### src/rtl/wb_uart_sched.sv
// wb_uart_sched: Wishbone master that polls the UART status register, drains RX
// bytes to a single consumer and writes TX bytes from two round-robin requesters.
module wb_uart_sched #(
  parameter logic [31:0] base_adr    = 32'h0,
  parameter int unsigned ack_timeout = 255
) (
  input  logic        clk,
  input  logic        reset,
  input  logic        req0_valid,
  input  logic [7:0]  req0_data,
  output logic        req0_ready,
  input  logic        req1_valid,
  input  logic [7:0]  req1_data,
  output logic        req1_ready,
  input  logic        rx_ready,
  output logic        rx_valid,
  output logic [7:0]  rx_data,
  output logic        rx_err,
  output logic        bus_err,
  output logic        wb_cyc_o,
  output logic        wb_stb_o,
  output logic        wb_we_o,
  output logic [31:0] wb_adr_o,
  output logic [3:0]  wb_sel_o,
  output logic [31:0] wb_dat_o,
  input  logic [31:0] wb_dat_i,
  input  logic        wb_ack_i
);

  typedef enum logic [2:0] {IDLE, POLL, DECIDE, RXRD, TXWR, HOLD} state_t;

  localparam logic [31:0] DATA_ADR     = base_adr + 32'd4;
  localparam logic [7:0]  TIMEOUT_LAST = 8'(ack_timeout - 1);

  state_t      state, state_d;
  logic [7:0]  ucr, ucr_d;
  logic        last, last_d;
  logic        grant, grant_d;
  logic [7:0]  timer, timer_d;
  logic        hold_cnt, hold_cnt_d;
  logic        hold_bus;
  logic        cyc_d, we_d;
  logic [31:0] adr_d, dat_d;
  logic [3:0]  sel_d;
  logic        req0_ready_d, req1_ready_d, rx_valid_d, bus_err_d, rx_err_d;
  logic [7:0]  rx_data_d;
  logic        timed_out, any_req, pick;
  logic        unused_bits;

  assign timed_out   = (timer == TIMEOUT_LAST);
  assign any_req     = req0_valid | req1_valid;
  assign pick        = (req0_valid && req1_valid) ? ~last : req1_valid;
  assign wb_stb_o    = wb_cyc_o;
  assign unused_bits = ^{wb_dat_i[31:8], ucr[7:5], ucr[3:2]};

  // State, bookkeeping and every output are registered here; reset abandons any bus cycle.
  always_ff @(posedge clk) begin
    if (reset) begin
      state      <= IDLE;
      ucr        <= 8'd0;
      last       <= 1'b1;
      grant      <= 1'b0;
      timer      <= 8'd0;
      hold_cnt   <= 1'b0;
      wb_cyc_o   <= 1'b0;
      wb_we_o    <= 1'b0;
      wb_adr_o   <= 32'd0;
      wb_sel_o   <= 4'd0;
      wb_dat_o   <= 32'd0;
      req0_ready <= 1'b0;
      req1_ready <= 1'b0;
      rx_valid   <= 1'b0;
      rx_data    <= 8'd0;
      rx_err     <= 1'b0;
      bus_err    <= 1'b0;
    end else begin
      state      <= state_d;
      ucr        <= ucr_d;
      last       <= last_d;
      grant      <= grant_d;
      timer      <= timer_d;
      hold_cnt   <= hold_cnt_d;
      wb_cyc_o   <= cyc_d;
      wb_we_o    <= we_d;
      wb_adr_o   <= adr_d;
      wb_sel_o   <= sel_d;
      wb_dat_o   <= dat_d;
      req0_ready <= req0_ready_d;
      req1_ready <= req1_ready_d;
      rx_valid   <= rx_valid_d;
      rx_data    <= rx_data_d;
      rx_err     <= rx_err_d;
      bus_err    <= bus_err_d;
    end
  end

  // Next state and next output values; the bus idles unless a cycle starts or is still waiting.
  always_comb begin
    state_d      = state;
    ucr_d        = ucr;
    last_d       = last;
    grant_d      = grant;
    timer_d      = 8'd0;
    hold_cnt_d   = hold_cnt;
    hold_bus     = 1'b0;
    cyc_d        = 1'b0;
    we_d         = 1'b0;
    adr_d        = 32'd0;
    sel_d        = 4'd0;
    dat_d        = 32'd0;
    req0_ready_d = 1'b0;
    req1_ready_d = 1'b0;
    rx_valid_d   = 1'b0;
    rx_data_d    = rx_data;
    rx_err_d     = rx_err;
    bus_err_d    = 1'b0;

    case (state)
      IDLE: begin
        if (any_req || rx_ready) begin
          cyc_d   = 1'b1;
          adr_d   = base_adr;
          sel_d   = 4'b1111;
          state_d = POLL;
        end
      end
      POLL: begin
        if (wb_ack_i) begin
          ucr_d   = wb_dat_i[7:0];
          state_d = DECIDE;
        end else if (timed_out) begin
          bus_err_d = 1'b1;
          state_d   = IDLE;
        end else begin
          hold_bus = 1'b1;
          timer_d  = timer + 8'd1;
        end
      end
      DECIDE: begin
        if (ucr[0] && rx_ready) begin
          cyc_d   = 1'b1;
          adr_d   = DATA_ADR;
          sel_d   = 4'b1111;
          state_d = RXRD;
        end else if (!ucr[4] && any_req) begin
          grant_d = pick;
          cyc_d   = 1'b1;
          we_d    = 1'b1;
          adr_d   = DATA_ADR;
          sel_d   = 4'b0001;
          dat_d   = {24'd0, (pick ? req1_data : req0_data)};
          state_d = TXWR;
        end else begin
          state_d = IDLE;
        end
      end
      RXRD: begin
        if (wb_ack_i) begin
          rx_valid_d = 1'b1;
          rx_data_d  = wb_dat_i[7:0];
          rx_err_d   = ucr[1];
          state_d    = IDLE;
        end else if (timed_out) begin
          bus_err_d = 1'b1;
          state_d   = IDLE;
        end else begin
          hold_bus = 1'b1;
          timer_d  = timer + 8'd1;
        end
      end
      TXWR: begin
        if (wb_ack_i) begin
          req0_ready_d = ~grant;
          req1_ready_d = grant;
          last_d       = grant;
          hold_cnt_d   = 1'b0;
          state_d      = HOLD;
        end else if (timed_out) begin
          bus_err_d = 1'b1;
          state_d   = IDLE;
        end else begin
          hold_bus = 1'b1;
          timer_d  = timer + 8'd1;
        end
      end
      HOLD: begin
        if (hold_cnt) begin
          hold_cnt_d = 1'b0;
          state_d    = IDLE;
        end else begin
          hold_cnt_d = 1'b1;
        end
      end
      default: state_d = IDLE;
    endcase

    if (hold_bus) begin
      cyc_d = wb_cyc_o;
      we_d  = wb_we_o;
      adr_d = wb_adr_o;
      sel_d = wb_sel_o;
      dat_d = wb_dat_o;
    end
  end

endmodule
### config.mk
export PLATFORM = sky130hd
export DESIGN_NAME = wb_uart_sched
export DESIGN_NICKNAME = d
export VERILOG_FILES = /design/src/rtl/wb_uart_sched.sv
export SDC_FILE = /design/constraint.sdc
export NUM_CORES = 1
export LEC_CHECK = 0
export ABC_AREA = 1
export CORE_MARGIN = 10
export CORE_UTILIZATION = 34
export DETAILED_ROUTE_END_ITERATION = 7
export PLACE_DENSITY = 0.82
export SETUP_SLACK_MARGIN = 0.4
export SYNTH_ARGS = -nofsm -noshare
export SYNTH_HDL_FRONTEND = slang
export SYNTH_SLANG_ARGS = --single-unit
### constraint.sdc
create_clock -name clk -period 1.26 [get_ports clk]
set_input_delay 0.189 -clock clk [delete_from_list [all_inputs] [get_ports clk]]
set_output_delay 0.189 -clock clk [all_outputs]
set_load 0.02 [all_outputs]
Word-level counts from Yosys, hierarchy flattened. Index checks and enable logic that the tools add are counted.

Add/sub/neg operators: 1. Equality and inequality tests: 9. Mux-type cells: 35. Bitwise gates (word level): 8. Reductions and logical operators: 18.

Operators with widths (number): two-way mux 3 bit (11); two-way mux 8 bit (4); one-hot mux 3 bit (6 select lines) (1); two-way mux 1 bit (14); AND reduction 2 bit (5); OR reduction 3 bit (3); adder 8 x 1 -> 8 bit (second input constant) (1); == test 8 bit (second input constant) (1); two-way mux 4 bit (2); one-hot mux 4 bit (2 select lines) (1); NOT 1 bit (7); == test 3 x 2 -> 1 bit (second input constant) (2); == test 3 bit (second input constant) (2); != test 2 bit (second input constant) (3); one-hot mux 1 bit (2 select lines) (2); OR reduction 4 bit (1); == test 3 x 1 -> 1 bit (second input constant) (1); logical AND 1 bit (3); logical NOT 3 bit (1); AND reduction 3 bit (1); nonzero test 2 bit (1); OR reduction 2 bit (1); logical NOT 1 bit (1); logical OR 1 bit (1); bitwise OR 1 bit (1).

Register bits: 102. Bits of input ports: 54. Output and inout bits: 84. Logic and storage cells: 88.

Logic depth before layout (Yosys ltp).
Depth in word-level cells: 6. Mapped depth: 9.

Worst setup path after synthesis. OpenSTA, ideal clock, no wires.

Path type: register to register. Start point: register timer[0]. End point: register wb_dat_o[5]. Arrival time: 1.235 ns. Data required time: 1.193 ns. Setup slack: -0.042 ns. Cell stages (with the launch flop): 9. Cells stage by stage: dfxtp_1 > inv_1 > ha_1 > inv_1 > nor2_1 > a21oi_4 > nand3_4 > buf_6 > o21ai_2.

Longest elaborated chain between the ends: 4.

RTL lines: start, declared (RTL line 39) `logic [7:0] timer, timer_d;`; start signal, assigned (RTL line 81) `timer <= timer_d;`; == test 8 bit (RTL line 50) `assign timed_out = (timer == TIMEOUT_LAST);`; two-way mux 1 bit (RTL line 131, 163, 178); two-way mux 1 bit (RTL line 158) `if (wb_ack_i) begin`; two-way mux 1 bit; end signal, assigned (RTL line 87) `wb_dat_o <= dat_d;`; end, declared (RTL line 25) `output logic [31:0] wb_dat_o,`.

No other way between the ends. A chain may end at the register's enable or synchronous reset.

Worst setup path in the final report.
Start point: register timer[0]. End point: register state[1].

Longest elaborated chain between the ends: 4. Elaborated cells on any way between the ends: 6.

RTL lines: == test 8 bit (*) (RTL line 50); two-way mux 3 bit (*); two-way mux 3 bit, on equally long branches; one-hot mux 3 bit (6 select lines) (*); end signal, assigned (RTL line 77) `state <= state_d;`; end, declared (RTL line 35) `state_t state, state_d;`.

Mark *: on every way between the ends. The rest lies on a longest branch, timed or not.

==> results.cfg <==
[global_routing]
grt_pass1_vias = 2150
grt_max_degree = 17
grt_overflow = 0
grt_first_pass_wirelength_um = 10300
grt_util_all_layers_pct = 12.6
antenna_found_initial = 0

[floorplan]
dieHeight_um = 101
start_util_pct = 35.3
num_rows = 29
coreArea_sq_um = 6390
io_pins = 138
die_area_sq_um = 10300
die_w_um = 101

[clocking]
insertion_delay_ns = 0.31
htreeDepth = 2
clockRootBuffer = clkbuf_8
cts-buffers-inserted = 5
clockBufferDepth = 2
path_clk_slew_ns = 0.09
ctsHoldBuffers = 0
tritoncts = done
clkSinkCount = 43

[cells_and_area]
syn_to_final_growth_pct = 66.1
final_cells = 492
nets = 470
final_common_cell = conb_1
nFillCells = 543
final_cell_mix = conb_1, buf_4, nand2_1
antenna_cells = 0
drive_above_1_share_pct = 50.6

[route]
drc = 0
post_drt_wl_per_cell_um = 14.3
routed_wirelength_um = 7030
vias_per_cell = 4.40
ant_nets = 0
drtIter0Drc = 73
drt_first_pass_iters = 4
num_vias = 2167

[placement]
dp_cells = 448
io_buffers = 58
gp_congestion = 0.897
dp_hpwl_um = 4600

[yosys]
yosys_warnings = 0
ys_ff_latch = 43
synthTopCellsByArea = dfxtp_1, buf_4, nor2_1, nand2_1, o21ai_0
ys_seq_area_share_pct = 38.2
synth_cells = 304
synth_area_per_cell_sq_um = 7.42
synth_top_area_cell = dfxtp_1
syn_area_sq_um = 2260
yosys.cell_types.count = 27
synth_top_area_share_pct = 38.2

[critical_path]
crit_type = flip-flop to flip-flop
cp_max_fo = 4
cp.required_ns = 1.50
crit_path_start_kind = flip-flop
endpoint_kind = flip-flop
cp.arrival_ns = 1.51

[timing]
fmax_ghz = 0.789
hold_violations = 0
slew_viol_final = 0
skew_ns = 0.0111
hold_slack_ns = 0.459
worst_slack_ns = -0.00740
setup_viol = 2
min_period_over_period_pct = 101
min_period_ns = 1.27
rsz0062_at_grt = yes

[run_status]
status = finished with violations
violations = setup timing

[power]
ir_worst_vdd_uv = 684
power_density_nw_per_um2 = 1030
power.leakage_nw = 1.64

[worst_hold_path]
hold_class = flip-flop to flip-flop

[run]
max-cap-violations = 0
[synth_stat cells]
cell type	number
a31oi_1	2
dfxtp_1	43
o21bai_1	1
a21oi_1	15
buf_6	1
nand3_4	1
nand2_4	1
nand2_1	45
nor3_1	3
ha_1	2
o21ai_0	22
buf_4	59
nor3_2	2
clkbuf_1	2
o21ai_2	2
nand3_1	13
a21oi_4	1
inv_2	3
nor2_1	46
nor2_2	4
buf_1	1
nand2_2	1
xor2_1	4
clkinv_1	2
conb_1	1
inv_1	26
xnor2_1	1
[repair_timing]
item,4_1_cts,5_1_grt
pin swaps,15,18
gates cloned,3,2
buffers inserted,12,19
gates resized for setup,271,48
setup endpoints to repair,72,72
[layer usage]
metal	up-vias	global-route usage (%)	wire, um
met4	0	4.18	83
met3	8	6.81	789
met5	-	0	0
met1	1002	12.5	2590
met2	89	21.9	3560
li1	1068	-	-
[sequential cells by signal (all words and copies together) (netlist names)]
name / flops
rx_valid: 1
ucr: 3
rx_err: 1
state: 3
timer: 8
wb_we_o: 1
last: 1
wb_sel_o: 2
rx_data: 8
req0_ready: 1
grant: 1
wb_cyc_o: 1
bus_err: 1
req1_ready: 1
wb_dat_o: 8
wb_adr_o: 1
hold_cnt: 1
[metrics by stage]
stage / power, W / utilization (%) / setup WS (ns) / instance area, sq um / setup TNS (ns)
global route: 0.00404 / 58.7 / -0.0639 / 3750 / -0.237
detailed placement: 0.00223 / 44.8 / -0.335 / 2860 / -9.19
floorplan: 0.00210 / - / 0.0652 / 2530 / 0
global placement: 0.00222 / 44.8 / -0.260 / 2860 / -7.01
finish: 0.00388 / 58.7 / -0.00740 / 3750 / -0.0111
CTS: 0.00372 / 53.7 / -0.00386 / 3430 / -0.00501
[cell families after synthesis]
family / after synthesis / synth area share, %
compound gates: 43 / 10.6
xor+xnor: 5 / 1.94
fa+ha+maj: 2 / 1.11
buf+inv: 94 / 25.8
flops: 43 / 38.2
other cells: 1 / 0.166
simple gates: 116 / 22.2
[critical path: stages (launching register included)]
cell,delay (ns)
dfxtp_2,0.34
inv_2,0.04
ha_4,0.15
inv_4,0.05
nor2_4,0.03
a21oi_4,0.14
buf_6,0.13
buf_6,0.11
nand3_2,0.07
a21oi_2,0.13
[report_power, final]
part           total (W)  leakage, nW  switching [W]  internal, W
clock            0.00128       0.0654       0.000488     0.000792
combinational    0.00110         1.20       0.000627     0.000476
sequential       0.00149        0.367      0.0000705      0.00142
[area by class of cell]
class                           count  area, sq um  share of cell area [%]
Timing Repair Buffer              107         1040                    27.7
Clock buffer                        6         72.6                    1.94
Sequential cell                    43          917                    24.5
Timing Repair inverter              1         8.76                   0.234
Multi-Input combinational cell    225         1410                    37.6
Clock inverter                      2         60.1                    1.60
Inverter                           31          145                    3.87
Tap cell                           77         96.3                    2.57
[final timing paths]
kind / startpoint / end / slack, ns / depth (start not counted)
hold reg to reg: grant / req0_ready / 0.46 / 1
setup / recovery: timer[0] / state[1] / -0.007 / 9
setup reg to reg: timer[0] / state[1] / -0.007 / 9
hold / removal: grant / req0_ready / 0.46 / 1
Power figures use the tool's default switching activity.
